[config.mk]
export PLATFORM = sky130hd
export DESIGN_NAME = riscv_obi_ram_arbiter
export DESIGN_NICKNAME = d
export VERILOG_FILES = /design/src/rtl/riscv_obi_arb_pkg.sv /design/src/rtl/riscv_obi_id_fifo.sv /design/src/rtl/riscv_obi_ram_arbiter.sv
export SDC_FILE = /design/constraint.sdc
export NUM_CORES = 1
export LEC_CHECK = 0
export ABC_AREA = 1
export CORE_AREA = 2 2 124 126
export DETAILED_ROUTE_END_ITERATION = 7
export DIE_AREA = 0 0 126 128
export SYNTH_ARGS = -nofsm -noshare
export SYNTH_HDL_FRONTEND = slang
export SYNTH_HIERARCHICAL = 1
export SYNTH_SLANG_ARGS = --single-unit
[constraint.sdc]
create_clock -name clk_i -period 2.4 [get_ports clk_i]
set_input_delay 0.24 -clock clk_i [delete_from_list [all_inputs] [get_ports clk_i]]
set_output_delay 0.24 -clock clk_i [all_outputs]
set_load 0.01 [all_outputs]
[src/rtl/riscv_obi_arb_pkg.sv]
//------------------------------------------------------------------------------
// Module   : riscv_obi_arb_pkg
// Brief    : Shared types and constants for the instr/data OBI RAM arbiter.
// Revision : 1.0 - initial release
//------------------------------------------------------------------------------
`default_nettype none

package riscv_obi_arb_pkg;

    typedef enum logic {
        ARB_FIXED = 1'b0,
        ARB_RR    = 1'b1
    } arb_mode_e;

    typedef logic master_id_t;

    localparam master_id_t INSTR_ID = 1'b0;
    localparam master_id_t DATA_ID  = 1'b1;

endpackage

`default_nettype wire

[src/rtl/riscv_obi_id_fifo.sv]
//------------------------------------------------------------------------------
// Module   : riscv_obi_id_fifo
// Brief    : In-order queue of master IDs for outstanding OBI transactions.
// Revision : 1.0 - initial release
//------------------------------------------------------------------------------
`default_nettype none

module riscv_obi_id_fifo
    import riscv_obi_arb_pkg::*;
#(
    parameter int DEPTH = 8,
    localparam int IDX_W = $clog2(DEPTH)
) (
    input  logic             clk_i,
    input  logic             rst_ni,
    input  logic             push_i,
    input  logic             data_i,
    input  logic             pop_i,
    output logic             data_o,
    output logic             full_o,
    output logic             empty_o,
    output logic [IDX_W:0]   count_o
);

    master_id_t           mem_q [DEPTH];
    master_id_t           mem_d [DEPTH];
    logic [IDX_W:0]       wptr_q, wptr_d;
    logic [IDX_W:0]       rptr_q, rptr_d;
    logic                 w_push;
    logic                 w_pop;

    // Index bits equal: same slot; differing wrap bit distinguishes full from empty.
    assign full_o  = (wptr_q[IDX_W] != rptr_q[IDX_W]) &&
                     (wptr_q[IDX_W-1:0] == rptr_q[IDX_W-1:0]);
    assign empty_o = (wptr_q == rptr_q);
    assign count_o = wptr_q - rptr_q;
    assign data_o  = mem_q[rptr_q[IDX_W-1:0]];

    assign w_push = push_i && !full_o;
    assign w_pop  = pop_i && !empty_o;

    always_comb begin
        mem_d  = mem_q;
        wptr_d = wptr_q;
        rptr_d = rptr_q;
        if (w_push) begin
            mem_d[wptr_q[IDX_W-1:0]] = data_i;
            wptr_d = wptr_q + {{IDX_W{1'b0}}, 1'b1};
        end
        if (w_pop) begin
            rptr_d = rptr_q + {{IDX_W{1'b0}}, 1'b1};
        end
    end

    always_ff @(posedge clk_i or negedge rst_ni) begin
        if (!rst_ni) begin
            mem_q  <= '{default: INSTR_ID};
            wptr_q <= '0;
            rptr_q <= '0;
        end else begin
            mem_q  <= mem_d;
            wptr_q <= wptr_d;
            rptr_q <= rptr_d;
        end
    end

endmodule

`default_nettype wire

[src/rtl/riscv_obi_ram_arbiter.sv]
//------------------------------------------------------------------------------
// Module   : riscv_obi_ram_arbiter
// Brief    : Two-master (instr/data) to one-slave OBI arbiter with ID routing.
// Revision : 1.0 - initial release
//------------------------------------------------------------------------------
`default_nettype none

module riscv_obi_ram_arbiter
    import riscv_obi_arb_pkg::*;
#(
    parameter int ADDR_WIDTH      = 32,
    parameter int MAX_OUTSTANDING = 8,
    localparam int CNT_W          = $clog2(MAX_OUTSTANDING) + 1
) (
    input  logic                    clk_i,
    input  logic                    rst_ni,
    input  logic                    arb_mode_i,
    input  logic [1:0]              m_req_i,
    output logic [1:0]              m_gnt_o,
    input  logic [2*ADDR_WIDTH-1:0] m_addr_i,
    input  logic [1:0]              m_we_i,
    input  logic [7:0]              m_be_i,
    input  logic [63:0]             m_wdata_i,
    output logic [1:0]              m_rvalid_o,
    output logic [63:0]             m_rdata_o,
    output logic                    s_req_o,
    input  logic                    s_gnt_i,
    output logic [ADDR_WIDTH-1:0]   s_addr_o,
    output logic                    s_we_o,
    output logic [3:0]              s_be_o,
    output logic [31:0]             s_wdata_o,
    input  logic                    s_rvalid_i,
    input  logic [31:0]             s_rdata_i,
    output logic [CNT_W-1:0]        outstanding_o,
    output logic                    err_o
);

    logic       lock_q, lock_d;
    master_id_t sel_q, sel_d;
    master_id_t rr_last_q, rr_last_d;
    logic       err_q, err_d;

    master_id_t w_sel;
    master_id_t w_head;
    logic       w_full;
    logic       w_empty;
    logic       w_sreq;
    logic       w_hs;
    logic       w_pop;
    arb_mode_e  w_mode;

    assign w_mode = arb_mode_e'(arb_mode_i);

    // A stalled request pins the selection so the slave sees stable attributes.
    always_comb begin
        w_sel = INSTR_ID;
        if (lock_q) begin
            w_sel = sel_q;
        end else if (m_req_i[DATA_ID] && m_req_i[INSTR_ID]) begin
            w_sel = (w_mode == ARB_RR) ? master_id_t'(~rr_last_q) : DATA_ID;
        end else if (m_req_i[DATA_ID]) begin
            w_sel = DATA_ID;
        end
    end

    assign w_sreq = m_req_i[w_sel] && !w_full;
    assign w_hs   = w_sreq && s_gnt_i;
    assign w_pop  = s_rvalid_i && !w_empty;

    always_comb begin
        s_req_o   = w_sreq;
        s_addr_o  = '0;
        s_we_o    = 1'b0;
        s_be_o    = '0;
        s_wdata_o = '0;
        m_gnt_o   = '0;
        if (w_sreq) begin
            s_addr_o  = w_sel ? m_addr_i[2*ADDR_WIDTH-1:ADDR_WIDTH] : m_addr_i[ADDR_WIDTH-1:0];
            s_we_o    = m_we_i[w_sel];
            s_be_o    = w_sel ? m_be_i[7:4] : m_be_i[3:0];
            s_wdata_o = w_sel ? m_wdata_i[63:32] : m_wdata_i[31:0];
        end
        if (w_hs) begin
            m_gnt_o[w_sel] = 1'b1;
        end
    end

    always_comb begin
        m_rvalid_o = '0;
        m_rdata_o  = '0;
        if (w_pop) begin
            m_rvalid_o[w_head] = 1'b1;
            if (w_head == DATA_ID) begin
                m_rdata_o[63:32] = s_rdata_i;
            end else begin
                m_rdata_o[31:0] = s_rdata_i;
            end
        end
    end

    always_comb begin
        lock_d    = lock_q;
        sel_d     = sel_q;
        rr_last_d = rr_last_q;
        err_d     = err_q | (s_rvalid_i && w_empty);
        if (w_sreq) begin
            lock_d = !s_gnt_i;
            sel_d  = w_sel;
        end
        if (w_hs && (w_mode == ARB_RR)) begin
            rr_last_d = w_sel;
        end
    end

    always_ff @(posedge clk_i or negedge rst_ni) begin
        if (!rst_ni) begin
            lock_q    <= 1'b0;
            sel_q     <= INSTR_ID;
            rr_last_q <= INSTR_ID;
            err_q     <= 1'b0;
        end else begin
            lock_q    <= lock_d;
            sel_q     <= sel_d;
            rr_last_q <= rr_last_d;
            err_q     <= err_d;
        end
    end

    assign err_o = err_q;

    riscv_obi_id_fifo #(
        .DEPTH (MAX_OUTSTANDING)
    ) u_id_fifo (
        .clk_i   (clk_i),
        .rst_ni  (rst_ni),
        .push_i  (w_hs),
        .data_i  (w_sel),
        .pop_i   (w_pop),
        .data_o  (w_head),
        .full_o  (w_full),
        .empty_o (w_empty),
        .count_o (outstanding_o)
    );

endmodule

`default_nettype wire

==> impl_metrics.csv <==
group,metric,value,unit
sta,tightest_slew,278,ps
sta,rsz0062_at_grt,"yes",
logic_synthesis,ys_async_sr_fraction,100,%
die,die_area,16100,µm²
place,io_buffers,319,
cts,clk_pin_slew,60,ps
cts,clk-insertion-delay-late,250,ps
logic_synthesis,synth_mux_area_share,0,%
cts,clockRootBuffer,"clkbuf_16",
sta,tns,0,ps
global_routing,track_usage,16.0,%
finish,fillCellCount,1598,
logic_synthesis,synthAdderAreaFrac,2.71,%
power_and_ir_drop,peakVddDrop,0.000552,V
die,fp.dieH,128,µm
logic_synthesis,synthDistinctLibCells,31,
power_and_ir_drop,clock_power_share,5.0,%
route,drt_iter0_drc,173,
sta,period_share,97.2,%
route,dr.pass1.iters,4,
setup_path,critPathSlowestCell,"dfrtp_1",
place,hpwl,11.0,mm
power_and_ir_drop,p_leak,3.27,nW
logic_synthesis,synth_area,3050,µm²
route,vias,4398,
route,wl,14.6,mm
logic_synthesis,synth_common_cells,"202 x nand2_1, 74 x nor2_1, 59 x a21oi_2",
logic_synthesis,yosysSeqAreaShare,16.4,%
setup_path,crit_chain,"inv_2, ha_4, nand2_4, nor2_4, buf_4, nand2_4, inv_1, inv_2, nand3_4, buf_6, buf_16, a21oi_2, clkdlybuf4s15_2",
power_and_ir_drop,p_int,3.82,mW
logic_synthesis,yosysTopAreaCell,"nand2_1",
place,globalplace.congestion,0.754,
cts,cts_buffers,3,
cts,clock-sinks,20,
sta,hold_viol_final,0,
logic_synthesis,yosysMostFrequentCell,"nand2_1",
route,viasPerCell,4.22,
global_routing,grt_pass1_vias,3949,
setup_path,reg2reg_slack,170,ps
logic_synthesis,synth_edf_count,0,
logic_synthesis,ys_ff_latch,20,
cts,cts_max_level,1,
route,drc_errors,0,
logic_synthesis,synth_top_family_by_area,"simple AND/OR/NAND/NOR gates",
logic_synthesis,synth_compound_area_share,20.1,%
global_routing,grt_start_max_net_pins,49,
die,die-width,126,µm
power_and_ir_drop,cellPowerDensity,1190,nW/µm²
cts,cts_tree,"built",
sta,max_slew_margin,81.3,%
logic_synthesis,synth-main-ff-cell,"dfrtp_1",
die,fp-row-count,45,
job,cap_violations,0,
sta,setup_viol,0,
setup_path,cpLargestDelayFamily,"buffers and inverters",
logic_synthesis,netlist_instances,519,
setup_path,cpPeakStageDelay,390,ps
finish,layout-drive-gt1-share,29.9,%
place,post-place-ws,-103,ps
outcome,status,"complete, no violations",
global_routing,grt_pass1_wl,21.2,mm
power_and_ir_drop,power_frac_comb,87.1,%
logic_synthesis,synth_xor_area_share,1.15,%
global_routing,antenna_found_initial,0,
logic_synthesis,avgSynthCellArea,5.88,µm²
setup_path,required,2160,ps
logic_synthesis,yosysTopAreaCellShare,24.9,%
worst_hold_path,hold_class,"input pin to asynchronous set/reset pin",
setup_path,crit_arrival,2090,ps
cts,clockBufferDepth,2,
power_and_ir_drop,power.switching,3.89,mW
finish,syn2layout_area_growth,112,%
sta,period_minus_slack,2330,ps
sta,skew,3.86,ps
power_and_ir_drop,seq_power_share,7.9,%
sta,setup_ws,67.1,ps
route,avgRoutedWirePerCell,14.0,µm
setup_path,start_kind,"flip-flop",
route,drtAntennaViolNets,0,
die,ioPinCount,320,
sta,fmax,429,MHz
sta,finalMaxSlewViolations,0,
setup_path,crit_buf_inv,7,
setup_path,crit_path_max_fanout,12,
setup_path,worst-setup-path-type,"flip-flop to primary output",
logic_synthesis,synth_nets,702,
setup_path,critPathCaptureType,"primary output",
logic_synthesis,synth_area_leaders,"nand2_1 25%, a21oi_2 17%, dfrtp_1 16%",
die,start_util,20.5,%
logic_synthesis,yosys_warnings,6,
finish,diodes,0,
finish,nets,1039,
die,coreArea,14900,µm²
power_and_ir_drop,p_sw_share,50.5,%
logic_synthesis,yosys.area_share.simple,43.7,%
global_routing,grt_overflow,0,
-- power groups by stage --
| stage | Combinational [mW] | Clock [mW] | Sequential [mW] |
|---|---|---|---|
| 6_report | 6.72 | 0.383 | 0.610 |
| 3_3_place_gp | 6.90 | 0 | 0.601 |
| 2_1_floorplan | 3.53 | 0 | 0.612 |
| 4_1_cts | 6.65 | 0.390 | 0.599 |
| 5_1_grt | 7.30 | 0.410 | 0.626 |
| 3_5_place_dp | 6.87 | 0 | 0.600 |
-- layout by cell type (no fill, tap or decap), types with 4 or more instances in the layout --
cell	instances
buf_12	9
a21oi_1	7
nand3_1	12
nand3_2	5
clkbuf_2	40
inv_2	8
buf_4	29
dlygate4sd2_1	27
buf_16	4
inv_1	48
nor2_1	73
clkdlybuf4s15_2	8
buf_2	60
nand2_1	200
clkbuf_16	6
nand2_2	5
dfrtp_1	20
clkdlybuf4s50_1	180
a21oi_2	63
nand4_1	11
o21ai_0	6
-- cell families after synthesis --
kind of cell | Yosys count
AOI/OAI and AO/OA | 78
buffers and inverters | 91
DFF | 20
adders and majority gates | 6
and+or+nand+nor | 320
xor gates and xnor gates | 4
-- state kept, by name, summed over array words and instances (netlist names) --
register / flops
u_id_fifo/mem_q: 8
lock_q: 1
rr_last_q: 1
u_id_fifo/rptr_q: 4
u_id_fifo/wptr_q: 4
err_o: 1
sel_q: 1
-- path summary, 6_finish.rpt --
check	from	to	cells past startpoint
max	u_id_fifo/rptr_q[2]	s_addr_o[0]	13
min	rst_ni	u_id_fifo/wptr_q[2]	2
max reg2reg	u_id_fifo/rptr_q[2]	u_id_fifo/wptr_q[2]	16
min reg2reg	rr_last_q	rr_last_q	2
max in group asynchronous	rst_ni	lock_q	2
min in group clk_i	rr_last_q	rr_last_q	2
-- through the flow --
stage                     instances  cell area [µm²]  util (%)  total power [mW]  hold WS (ps)
after floorplan                 519             3050         -              4.14         -55.6
after global placement         1023             6570      44.2              7.50           464
after detailed placement       1023             6570      44.2              7.47           463
after CTS                      1035             6580      44.2              7.64           344
after global routing           1043             6470      43.5              8.33           362
final                          1043             6470      43.5              7.71           331
-- routing by layer --
layer  routed length, µm  vias to the layer above  track usage, %
met1                6130                     1944            20.5
li1                    -                     2275               -
met5                   0                        -               0
met4                 267                        0            4.01
met3                 858                       18            2.80
met2                7350                      161            27.8
-- layout make-up --
type / count / area [µm²] / share of cell area (%)
clock buffers: 4 / 88.8 / 1.37
inverters: 56 / 210 / 3.25
flip-flops and latches: 20 / 500 / 7.73
multi-input cells: 408 / 2150 / 33.2
well taps: 188 / 235 / 3.63
repair buffers: 367 / 3290 / 50.8
-- what timing repair did --
action / in CTS / in global routing
gates resized for setup: 331 / 112
endpoints found under the hold margin: 0 / 0
pin swaps: 3 / 1
setup buffers: 4 / 5
hold buffers: 0 / 0
setup endpoints to repair: 138 / 131
gates cloned: 4 / 4
No activity file was read; power rests on OpenSTA's default activity.
